<file path="src/rtl/conway_engine.sv">
// conway_engine: parametrised Game-of-Life board engine.
// Two ping-pong banks hold the board; STEP reads the current bank and writes
// the other one, then a one-cycle SWAP makes the new generation current.
// Optional feature macro: CONWAY_RULE_PROG_EN adds birth_mask/survive_mask
// ports for a programmable rule; without it the rule is fixed at B3/S23.
module conway_engine #(
    parameter int LOG_WIDTH  = 3,
    parameter int LOG_HEIGHT = 3,
    parameter bit WRAP       = 1'b1,
    parameter int GEN_WIDTH  = 16,
    localparam int AW        = LOG_WIDTH + LOG_HEIGHT
) (
    input  logic                 clk,
    input  logic                 reset,
    input  logic [1:0]           cmd,
    input  logic                 cmd_valid,
    output logic                 cmd_ready,
    input  logic                 rng_bit,
    input  logic                 wr_en,
    input  logic [AW-1:0]        wr_addr,
    input  logic                 wr_data,
`ifdef CONWAY_RULE_PROG_EN
    input  logic [8:0]           birth_mask,
    input  logic [8:0]           survive_mask,
`endif
    input  logic [AW-1:0]        rd_addr,
    output logic                 rd_data,
    output logic                 busy,
    output logic                 done,
    output logic [GEN_WIDTH-1:0] generation,
    output logic [AW:0]          population
);

    localparam int N = 1 << AW;

    localparam logic [1:0] CMD_CLEAR  = 2'd1;
    localparam logic [1:0] CMD_RANDOM = 2'd2;
    localparam logic [1:0] CMD_STEP   = 2'd3;

    localparam logic [AW-1:0]        IDX_ONE = {{(AW-1){1'b0}}, 1'b1};
    localparam logic [AW:0]          POP_ONE = {{AW{1'b0}}, 1'b1};
    localparam logic [GEN_WIDTH-1:0] GEN_ONE = {{(GEN_WIDTH-1){1'b0}}, 1'b1};
    localparam logic [LOG_WIDTH:0]   X_ONE   = {{LOG_WIDTH{1'b0}}, 1'b1};
    localparam logic [LOG_HEIGHT:0]  Y_ONE   = {{LOG_HEIGHT{1'b0}}, 1'b1};

    // Offset directions along one axis
    localparam logic [1:0] DIR_SAME  = 2'd0;
    localparam logic [1:0] DIR_PLUS  = 2'd1;
    localparam logic [1:0] DIR_MINUS = 2'd2;

    typedef enum logic [2:0] {
        S_IDLE,
        S_CLEAR,
        S_RANDOM,
        S_STEP,
        S_SWAP
    } state_t;

    state_t state;

    logic              sel;
    logic [AW-1:0]     idx;
    logic [3:0]        sub;
    logic [3:0]        nbr;
    logic [AW:0]       acc;

    logic [N-1:0]      bank [2];
    logic [N-1:0]      cur_bank;

    logic [8:0]        birth_rule;
    logic [8:0]        survive_rule;

    logic [1:0]        dx_dir;
    logic [1:0]        dy_dir;
    logic [LOG_WIDTH:0]  nx;
    logic [LOG_HEIGHT:0] ny;
    logic [AW-1:0]     nb_addr;
    logic              nb_in_range;
    logic              nb_val;
    logic              cur_cell;
    logic              next_cell;
    logic              last_cell;

    logic              we;
    logic              we_bank;
    logic [AW-1:0]     waddr;
    logic              wdata;

`ifdef CONWAY_RULE_PROG_EN
    assign birth_rule   = birth_mask;
    assign survive_rule = survive_mask;
`else
    assign birth_rule   = 9'b000001000;
    assign survive_rule = 9'b000001100;
`endif

    assign cur_bank  = bank[sel];
    assign last_cell = &idx;

    // Pick the neighbour offset visited in the current sub-cycle
    always_comb begin
        dx_dir = DIR_SAME;
        dy_dir = DIR_SAME;
        case (sub[2:0])
            3'd0: begin dx_dir = DIR_MINUS; dy_dir = DIR_PLUS;  end
            3'd1: begin dx_dir = DIR_SAME;  dy_dir = DIR_PLUS;  end
            3'd2: begin dx_dir = DIR_PLUS;  dy_dir = DIR_PLUS;  end
            3'd3: begin dx_dir = DIR_MINUS; dy_dir = DIR_SAME;  end
            3'd4: begin dx_dir = DIR_PLUS;  dy_dir = DIR_SAME;  end
            3'd5: begin dx_dir = DIR_MINUS; dy_dir = DIR_MINUS; end
            3'd6: begin dx_dir = DIR_SAME;  dy_dir = DIR_MINUS; end
            3'd7: begin dx_dir = DIR_PLUS;  dy_dir = DIR_MINUS; end
            default: begin dx_dir = DIR_SAME; dy_dir = DIR_SAME; end
        endcase
    end

    // Neighbour coordinates carry one extra bit so that stepping off either
    // edge sets the top bit; the low bits are the wrapped coordinate
    always_comb begin
        nx = {1'b0, idx[LOG_WIDTH-1:0]};
        ny = {1'b0, idx[AW-1:LOG_WIDTH]};
        if (dx_dir == DIR_PLUS)  nx = nx + X_ONE;
        if (dx_dir == DIR_MINUS) nx = nx - X_ONE;
        if (dy_dir == DIR_PLUS)  ny = ny + Y_ONE;
        if (dy_dir == DIR_MINUS) ny = ny - Y_ONE;
        nb_addr     = {ny[LOG_HEIGHT-1:0], nx[LOG_WIDTH-1:0]};
        nb_in_range = WRAP || !(nx[LOG_WIDTH] || ny[LOG_HEIGHT]);
        nb_val      = cur_bank[nb_addr] && nb_in_range;
        cur_cell    = cur_bank[idx];
        next_cell   = cur_cell ? survive_rule[nbr] : birth_rule[nbr];
    end

    // Single bank write port shared by pokes, CLEAR, RANDOM and STEP
    always_comb begin
        we      = 1'b0;
        we_bank = sel;
        waddr   = idx;
        wdata   = 1'b0;
        if (!reset) begin
            case (state)
                S_IDLE: begin
                    we    = wr_en;
                    waddr = wr_addr;
                    wdata = wr_data;
                end
                S_CLEAR: begin
                    we    = 1'b1;
                    wdata = 1'b0;
                end
                S_RANDOM: begin
                    we    = 1'b1;
                    wdata = rng_bit;
                end
                S_STEP: begin
                    we      = (sub == 4'd8);
                    we_bank = ~sel;
                    wdata   = next_cell;
                end
                default: we = 1'b0;
            endcase
        end
    end

    // Board storage; contents are deliberately not reset
    always_ff @(posedge clk) begin
        if (we) bank[we_bank][waddr] <= wdata;
    end

    // Registered display read port from the current bank
    always_ff @(posedge clk) begin
        if (reset) rd_data <= 1'b0;
        else       rd_data <= cur_bank[rd_addr];
    end

    // Command sequencer with registered status outputs and counters
    always_ff @(posedge clk) begin
        if (reset) begin
            state      <= S_IDLE;
            sel        <= 1'b0;
            idx        <= '0;
            sub        <= 4'd0;
            nbr        <= 4'd0;
            acc        <= '0;
            cmd_ready  <= 1'b1;
            busy       <= 1'b0;
            done       <= 1'b0;
            generation <= '0;
            population <= '0;
        end else begin
            done <= 1'b0;
            case (state)
                S_IDLE: begin
                    if (wr_en && (wr_data != cur_bank[wr_addr])) begin
                        population <= wr_data ? population + POP_ONE
                                              : population - POP_ONE;
                    end
                    if (cmd_valid && (cmd != 2'd0)) begin
                        idx       <= '0;
                        sub       <= 4'd0;
                        nbr       <= 4'd0;
                        acc       <= '0;
                        busy      <= 1'b1;
                        cmd_ready <= 1'b0;
                        case (cmd)
                            CMD_CLEAR:  state <= S_CLEAR;
                            CMD_RANDOM: state <= S_RANDOM;
                            CMD_STEP:   state <= S_STEP;
                            default:    state <= S_IDLE;
                        endcase
                    end
                end
                S_CLEAR: begin
                    idx <= idx + IDX_ONE;
                    if (last_cell) begin
                        state      <= S_IDLE;
                        busy       <= 1'b0;
                        cmd_ready  <= 1'b1;
                        done       <= 1'b1;
                        population <= '0;
                        generation <= '0;
                    end
                end
                S_RANDOM: begin
                    idx <= idx + IDX_ONE;
                    acc <= acc + {{AW{1'b0}}, rng_bit};
                    if (last_cell) begin
                        state      <= S_IDLE;
                        busy       <= 1'b0;
                        cmd_ready  <= 1'b1;
                        done       <= 1'b1;
                        population <= acc + {{AW{1'b0}}, rng_bit};
                        generation <= '0;
                    end
                end
                S_STEP: begin
                    if (sub == 4'd8) begin
                        sub <= 4'd0;
                        nbr <= 4'd0;
                        acc <= acc + {{AW{1'b0}}, next_cell};
                        idx <= idx + IDX_ONE;
                        if (last_cell) state <= S_SWAP;
                    end else begin
                        sub <= sub + 4'd1;
                        nbr <= nbr + {3'b000, nb_val};
                    end
                end
                S_SWAP: begin
                    sel        <= ~sel;
                    population <= acc;
                    generation <= generation + GEN_ONE;
                    state      <= S_IDLE;
                    busy       <= 1'b0;
                    cmd_ready  <= 1'b1;
                    done       <= 1'b1;
                end
                default: begin
                    state     <= S_IDLE;
                    busy      <= 1'b0;
                    cmd_ready <= 1'b1;
                end
            endcase
        end
    end

endmodule
</file>
<file path="config.mk">
export PLATFORM = sky130hd
export DESIGN_NAME = conway_engine
export DESIGN_NICKNAME = d
export VERILOG_FILES = /design/src/rtl/conway_engine.sv
export SDC_FILE = /design/constraint.sdc
export NUM_CORES = 1
export LEC_CHECK = 0
export BUFFER_PORTS_ARGS = -buffer_cell sky130_fd_sc_hd__buf_2
export CAP_MARGIN = 5
export CORE_MARGIN = 5
export CORE_UTILIZATION = 60
export CTS_CLUSTER_DIAMETER = 50
export DETAILED_ROUTE_END_ITERATION = 8
export GPL_TIMING_DRIVEN = 0
export MAX_ROUTING_LAYER = met4
export PLACE_DENSITY_LB_ADDON = 0.3
export REMOVE_ABC_BUFFERS = 1
export SLEW_MARGIN = 20
export SYNTH_ARGS = -nofsm -noshare
export SYNTH_HDL_FRONTEND = slang
export SYNTH_SLANG_ARGS = --single-unit
</file>
<file path="constraint.sdc">
create_clock -name clk -period 14.2 [get_ports clk]
set_input_delay 2.84 -clock clk [delete_from_list [all_inputs] [get_ports clk]]
set_output_delay 2.84 -clock clk [all_outputs]
set_load 0.03 [all_outputs]
</file>
Word-level counts from Yosys, hierarchy flattened
Memories as Yosys holds them, arrays and structs flattened. A register that Yosys moved wholly into a read port is not among the register bits.
Index checks and enable logic that the tools add are counted.
{"block": "word_totals", "rom_bits": 64, "out_inout_bits": 27, "ramBits": 128, "reg_bits": 52, "n_memories": 4, "wordCells": 143, "inputBits": 20}
{"name": "bank", "depth": 2, "width": 64, "rd": 1, "rd_ports_with_merged_regs": 1, "write_ports": 1, "line": "67", "rtl": "logic [N-1:0] bank [2];"}
{"name": "(no name shown)", "depth": 8, "width": 4, "rd": 1, "rd_ports_with_merged_regs": 1, "write_ports": 0, "line": "104", "rtl": "case (sub[2:0])"}
{"name": "(no name shown)", "depth": 16, "width": 1, "rd": 1, "rd_ports_with_merged_regs": 1, "write_ports": 0, "line": "130", "rtl": "next_cell = cur_cell ? survive_rule[nbr] : birth_rule[nbr];"}
{"name": "(no name shown)", "depth": 16, "width": 1, "rd": 1, "rd_ports_with_merged_regs": 1, "write_ports": 0, "line": "130"}
{"block": "classes", "n_mux": 67, "n_eq_ne": 20, "n_reduce_logical": 19, "order_cmp": 7, "n_bitwise": 2, "add_sub_neg": 12}
{"operator": "$mux W64", "count": 1}
{"operator": "$mux W7", "count": 6}
{"operator": "$lt A6 B7 Y1 const B", "count": 5}
{"operator": "$pmux W16 S2", "count": 1}
{"operator": "$mux W3", "count": 10}
{"operator": "$mux W4", "count": 7}
{"operator": "$pmux W7 S4", "count": 1}
{"operator": "$bmux W1 S6", "count": 4}
{"operator": "$mux W6", "count": 4}
{"operator": "$pmux W7 S3", "count": 1}
{"operator": "$mux W1", "count": 20}
{"operator": "$pmux W6 S3", "count": 1}
{"operator": "$add A16 B1 Y16 const B", "count": 1}
{"operator": "$mux W16", "count": 1}
{"operator": "$pmux W4 S2", "count": 2}
{"operator": "$add A7 B1 Y7", "count": 2}
{"operator": "$ne A2 B2 Y1 const B", "count": 6}
{"operator": "$pmux W1 S3", "count": 4}
{"operator": "$pmux W3 S3", "count": 1}
{"operator": "$reduce_and A3 Y1", "count": 3}
{"operator": "$eq A2 B2 Y1 const B", "count": 4}
{"operator": "$reduce_and A4 Y1", "count": 2}
{"operator": "$add A7 B1 Y7 const B", "count": 1}
{"operator": "$sub A7 B1 Y7 const B", "count": 1}
{"operator": "26 further kinds", "count": 38}

Depth between registers and ports, before layout
Gate-level depths: netlist (run 1).
{"block": "depth", "word_depth": 11, "mapped_depth": 21, "mapped_depth_nobuf": 18}

Worst setup path after synthesis (run 1)
No wires, ideal clock.
{"block": "synth_timing", "path_type": "input-to-reg", "from": "input reset", "to": "memory bank[0][0] (netlist name) (data pin)", "stages": 3, "required_ns": 13.231, "path_slack_ns": 6.400, "t_arrival_ns": 6.831, "n_path_buf": 2, "setup_ns": 0.969, "cell_sequence": "clkbuf_1 > clkbuf_1 > a31oi_1"}
{"block": "synth_between", "elab_chain_cells": 1}
{"item": "start, declared", "line": "14", "rtl": "input logic reset,"}
{"item": "$mux W1", "line": "139", "rtl": "if (!reset) begin"}
{"item": "net wdata", "line": "87", "rtl": "logic wdata;"}
{"item": "end, declared", "line": "67"}
The timed path passes the listed nets, and every way through them passes these cells.

Worst setup path after layout (run 1)
{"block": "layout_timing", "from": "input reset", "to": "memory bank[0][18] (netlist name), enable pin"}
{"block": "layout_between", "elab_chain_cells": 6, "word_cells_on_any_way": 10, "classes_between": "order compare (2); mux (7); reduce/logical (1)"}
{"item": "$mux W6", "line": "139"}
{"item": "$lt A6 B7 Y1 (implied by the code) or $ge A6 B1 Y1 (tied branches)", "line": "166", "rtl": "if (we) bank[we_bank][waddr] <= wdata;"}
{"item": "$logic_and A1 B1 Y1 (implied by the code)", "line": "166"}
{"item": "$mux W1 (implied by the code)", "line": "166"}
{"item": "$demux W1 S6", "line": "166"}
{"item": "$mux W64 (implied by the code)", "line": "166"}
Several ways; a longest one is shown, not always the timed one.

==> results of run 1 <==
## path summary, 6_finish.rpt
kind / from / endpoint / slack, ns / cells after the start
setup / recovery: reset / bank[0][18] / 8.40 / 6
hold / removal: busy / busy / 0.48 / 2
setup reg to reg: idx[1] / flip-flop / 9.40 / 20
hold reg to reg: busy / busy / 0.48 / 2
## routing by layer
metal	global-route usage [%]	part of all wire (%)
met3	7.12	11
met4	12.7	4.3
met2	44.5	48
met5	-	0
met1	34.6	36
## layout by cell type (no fill, tap or decap), types with 3 or more instances in the layout
cell type and count:
nor2_1 197, mux4_2 135, edfxtp_1 128, nand2_1 83
dfxtp_1 56, mux2i_1 47, buf_2 46, nand3_1 38
a21oi_1 37, o21ai_0 34, ha_1 22, inv_1 19
nor2b_1 17, xnor2_1 17, clkbuf_16 17, nor3_1 15
mux2_2 9, mux4_1 9, and3_1 8, and2_1 8
nand2b_1 7, a22oi_1 7, nand4_1 7, xor2_1 7
nand3b_1 6, o22ai_1 6, buf_16 6, nor3b_1 5
a31oi_1 5, a21o_1 5, o211ai_1 4, a311oi_1 4
o31ai_1 4, inv_8 4, a221oi_1 3, or3_1 3
a211oi_1 3, o221ai_1 3, inv_4 3
## cell families (layout without fill, tap and decap cells)
logic type                 after synthesis  count (layout)  synth area share [%]
AOI/OAI and AO/OA                      132             132                  6.78
xor gates and xnor gates                26              26                  1.93
adders and majority gates               23              23                  2.36
buffers and inverters                   90             107                  3.47
DFF                                    187             187                  40.2
muxes                                  200             200                  30.8
other                                    0               2                     0
and+or+nand+nor                        405             405                  14.4
## power by group through the flow
stage / clock network, W / logic [W] / registers (W)
2_1_floorplan: 0 / 0.000327 / 0.000680
3_3_place_gp: 0 / 0.000453 / 0.000680
3_5_place_dp: 0 / 0.000486 / 0.000645
4_1_cts: 0.000471 / 0.000489 / 0.000633
5_1_grt: 0.000496 / 0.000528 / 0.000637
6_report: 0.000468 / 0.000495 / 0.000633
## through the flow
step	total power (W)	util, %	instances	hold WS, ns	instance area (um^2)
after CTS	0.00159	66.5	1350	0.476	13500
final	0.00160	66.5	1352	0.476	13500
after floorplan	0.00101	-	992	0.452	12100
after global routing	0.00166	66.5	1351	0.491	13500
after detailed placement	0.00113	63.7	1318	0.464	13000
after global placement	0.00113	62.3	1308	0.460	12700
## state kept, by name, summed over array words and instances (netlist names), named ones only
| signal | flops |
|---|---|
| sel | 1 |
| sub | 4 |
| idx | 6 |
| dx_dir | 2 |
| acc | 7 |
| state | 3 |
| population | 7 |
| done | 1 |
| busy | 1 |
| bank | 128 |
| rd_data | 1 |
| generation | 16 |
| dy_dir | 2 |
| nbr | 4 |
| cmd_ready | 1 |
## synthesized netlist by cell type (10+ instances only)
master and number:
nor2_1 197, mux4_2 135, edfxtp_1 128, nand2_1 83, dfxtp_1 59, mux2i_1 47, nand3_1 38, a21oi_1 37
clkbuf_1 34, o21ai_0 34, ha_1 22, inv_1 19, xnor2_1 18, nor2b_1 17, buf_2 16, nor3_1 16
buf_1 10
## final cells by class
class,instances,area (um^2)
fill,1481,6820
clock inverter,14,133
clock buffer,18,439
sequential,187,5030
tap,270,338
antenna,2,5.00
inverter,19,71.3
timing repair buffer,56,457
multi-input combinational,786,7080
## worst max-delay path, cell delays in order
cell     delay, ns
buf_2         0.70
nor2_1        0.12
nand2_1       0.50
mux2i_1       0.63
nand3_1       0.78
nor2_1        0.34
==> impl_metrics.yaml, run 1 <==
outcome:
  status: "complete, no violations"
clock_tree:
  ctsHoldBuffers: 0
  htreeDepth: 4
  clk_pin_slew_ns: 0.08
  clock-sinks: 187
  clkLatencyLatePin_ns: 0.45
  cts_tree: "yes"
  cts-root-buf: "clkbuf_16"
  cts_buffers: 17
  cts_setup_buffers: 0
  cts-resized-gates: 0
  clockBufferDepth: 2
sta:
  finClkSkew_ns: 0.0150
  setup_violations: 0
  layout_min_cycle_time_ns: 5.80
  maxSlewHeadroom_pct: 26.9
  hold_viol_final: 0
  fin_tns_setup_ns: 0
  grt_setup_unrepaired: "no"
  setup_ws_ns: 8.40
  period_share_pct: 40.9
  drv_slew: 0
  worst_pin_slew_ns: 1.09
  fmax_mhz: 172
floorplanning:
  start_util_pct: 61.3
  row_count: 52
  die_area_um2: 23800
  core-area_um2: 20400
  die_h_um: 154
  die_w_um: 154
  ioPinCount: 47
drt:
  avgViaCountPerCell: 6.94
  drt_first_pass_iters: 6
  antenna_left: 0
  dr_total_vias: 9388
  routed_wirelength_mm: 32.2
  avgRoutedWirePerCell_um: 23.8
  drc: 0
  drt_iter0_markers: 920
worst_hold_path:
  min_path_type: "reg -> reg"
global_routing:
  grt_max_degree: 50
  antenna_found_initial: 1
  grt_use_total_pct: 28.2
  grt_pass1_vias: 9216
  overflow: 0
  grt_pass1_wl_mm: 50.9
power_and_ir_drop:
  seq_power_share_pct: 39.7
  p_int_w: 0.00107
  p_leak_nw: 4.42
  vdd_drop_max_v: 0.000104
  comb_power_share_pct: 31.0
  p_sw_share_pct: 33.2
  power.density_nw_per_um2: 118
  clockPowerShare_pct: 29.3
  p_sw_w: 0.000529
synthesis:
  yosys.cell_types.count: 62
  syn_inst: 1063
  synth_area_leader_cell: "edfxtp_1"
  syn_area_um2: 12500
  synth_edf_count: 128
  yosysWarnings: 0
  ys_seq_area_share_pct: 40.2
  async_flop_share_pct: 0
  synthTopCellsByArea: "edfxtp_1, mux4_2, dfxtp_1"
  ys_ff_latch: 187
  ys_dominant_reg_cell: "edfxtp_1"
  syn_area_per_cell_um2: 11.7
  netlist.area_leader.share_pct: 30.8
run:
  maxCapViolCount: 0
worst_setup_path:
  arrival_ns: 5.95
  crit_fanout: 49
  end_kind: "flip-flop"
  cp-start-kind: "input port"
  crit_type: "in -> reg"
  cp.required_ns: 14.35
cells_and_area:
  final_nets: 1110
  drive_above_1_share_pct: 22.5
  syn2layout_area_growth_pct: 8.51
place:
  place_ws_ns: 8.06
  gp_congestion: 0.920
  hpwl_mm: 22.2
  port_buffers: 46
(Power assumes the default switching activity.)
==> run 2: changes to the inputs <==
Settings changed: CORE_UTILIZATION 60 to 57.
Clock period 14.2 ns to 4.8 ns, I/O delays scaled along.
==> run 2 against run 1 <==
- global-route usage decreased by 0.97 points
- clock skew increased by 0.0016 ns
- highest routed layer unchanged
- die area is 4.9% higher
- critical path depth grew 6
- via count down 0.54%
- register-to-register slack lost 9.1 ns
- cell count is 0.96% higher
- worst setup slack worse by 8.1 ns
- sequential share of layout area fell by 0.12 points
==> impl_metrics.yaml, run 2 (same netlist as run 1, synthesis figures left out) <==
cells_and_area:
  fill_cells: 1690
  drive_above_1_share_pct: 22.6
  syn2layout_area_growth_pct: 8.90
  final_nets: 1114
  final_common_cell: "nor2_1"
  final_cell_mix: "nor2_1, mux4_2, edfxtp_1"
  largest_register_ffs: 128
  regMostFlops: "bank"
  top_regs: "bank x128, generation x16"
  fin_cells: 1365
sta:
  fmax_mhz: 221
  drv_slew: 0
  period_share_pct: 94.3
  maxSlewHeadroom_pct: 20.0
  grt_setup_unrepaired: "no"
  worst_pin_slew_ns: 1.19
  hold_viol_final: 0
  setup_violations: 0
  finClkSkew_ns: 0.0166
  layout_min_cycle_time_ns: 4.52
  whs_ns: 0.474
power_and_ir_drop:
  power.density_nw_per_um2: 346
  vdd_drop_max_v: 0.000301
  p_leak_nw: 4.43
worst_hold_path:
  min_path_type: "reg -> reg"
  worstHoldPathCells: 1
clock_tree:
  clkLatencyLatePin_ns: 0.45
  clock-sinks: 187
  htreeDepth: 4
  ctsHoldBuffers: 0
  cts-root-buf: "clkbuf_16"
  cts_buffers: 17
  clk_pin_slew_ns: 0.07
  clockBufferDepth: 2
  cts_tree: "yes"
worst_setup_path:
  crit_fanout: 45
  arrival_ns: 4.82
  cp.required_ns: 5.09
  end_kind: "flip-flop"
  cp-start-kind: "flip-flop"
  crit_type: "reg -> reg"
  r2r_cells: 12
drt:
  drt_first_pass_iters: 6
  routed_wirelength_mm: 32.0
  avgViaCountPerCell: 6.84
  dr_total_vias: 9337
  antenna_left: 0
  drc: 0
  avgRoutedWirePerCell_um: 23.4
  drt_iter0_markers: 1047
global_routing:
  grt_use_total_pct: 27.2
  grt_pass1_wl_mm: 50.5
  antenna_found_initial: 0
  overflow: 0
  grt_pass1_vias: 9081
  grt_max_degree: 50
run:
  maxCapViolCount: 0
floorplanning:
  start_util_pct: 57.6
  die_area_um2: 25000
  die_w_um: 158
  ioPinCount: 47
  row_count: 54
  die_h_um: 158
  core-area_um2: 21700
place:
  dp_cells: 1330
  port_buffers: 46
  gp_congestion: 0.894
  hpwl_mm: 22.2
outcome:
  status: "complete, no violations"
run 2: changes by cell type in the layout (fill, tap and decap cells not counted), sizes merged:
cell,delta
inv,-3
buf,+4
clkinv,+2
diode,-1
clkinvlp,+2
clkbuf,-1
run 2: per-stage QoR:
step / worst slack [ns] / total power, W / instance area, um^2 / setup TNS (ns) / util, %
2_1_floorplan: -6.20 / 0.00298 / 12100 / -836.63 / -
3_3_place_gp: -10.49 / 0.00335 / 12700 / -1415.63 / 58.6
3_5_place_dp: 0.152 / 0.00336 / 13000 / 0 / 60.0
4_1_cts: 0.125 / 0.00471 / 13600 / 0 / 62.6
5_1_grt: 0.0243 / 0.00490 / 13600 / 0 / 62.7
6_report: 0.276 / 0.00471 / 13600 / 0 / 62.7
run 2: cell type report:
class	count	area (um^2)	share of cell area, %
Sequential cell	187	5030	37.0
Antenna cell	1	2.50	0.0184
Timing Repair Buffer	60	512	3.76
Clock inverter	15	134	0.985
Tap cell	280	350	2.58
Inverter	19	71.3	0.524
Multi-Input combinational cell	786	7070	52.0
Clock buffer	17	425	3.13
run 2: power breakdown:
group / total (W) / internal, W / switching (W)
Clock: 0.00136 / 0.000681 / 0.000675
Combinational: 0.00150 / 0.000684 / 0.000818
Sequential: 0.00185 / 0.00179 / 0.0000641
Total: 0.00471 / 0.00315 / 0.00156
run 2: critical path, cell delays in order (launching register included):
cell	delay, ns
dfxtp_4	0.38
buf_16	0.26
buf_16	0.31
mux4_2	0.55
mux4_2	0.48
mux2_2	0.31
a311oi_2	0.43
nand4_1	0.20
a31oi_4	0.60
buf_16	0.25
buf_16	0.19
buf_16	0.17
buf_16	0.17
run 2: layer usage:
layer  global-route usage (%)  wire, um  part of all wire (%)
met1                     35.5     12300                    38
met2                     42.4     15400                    48
met3                     6.10      3170                   9.9
met4                     9.91      1180                   3.7
met5                        -         0                     0
run 2: what timing repair did:
item	in CTS	in global routing
resized for setup	0	1
endpoints found under the hold margin	0	0
setup buffers	0	2
endpoints found under the setup margin	0	4
run 2: worst paths after layout:
path	to	startpoint	slack [ns]
setup reg to reg	bank[0][33]	flip-flop	0.28
hold / removal	generation[10]	generation[10]	0.47
hold reg to reg	generation[10]	generation[10]	0.47
setup / recovery	bank[0][33]	flip-flop	0.28
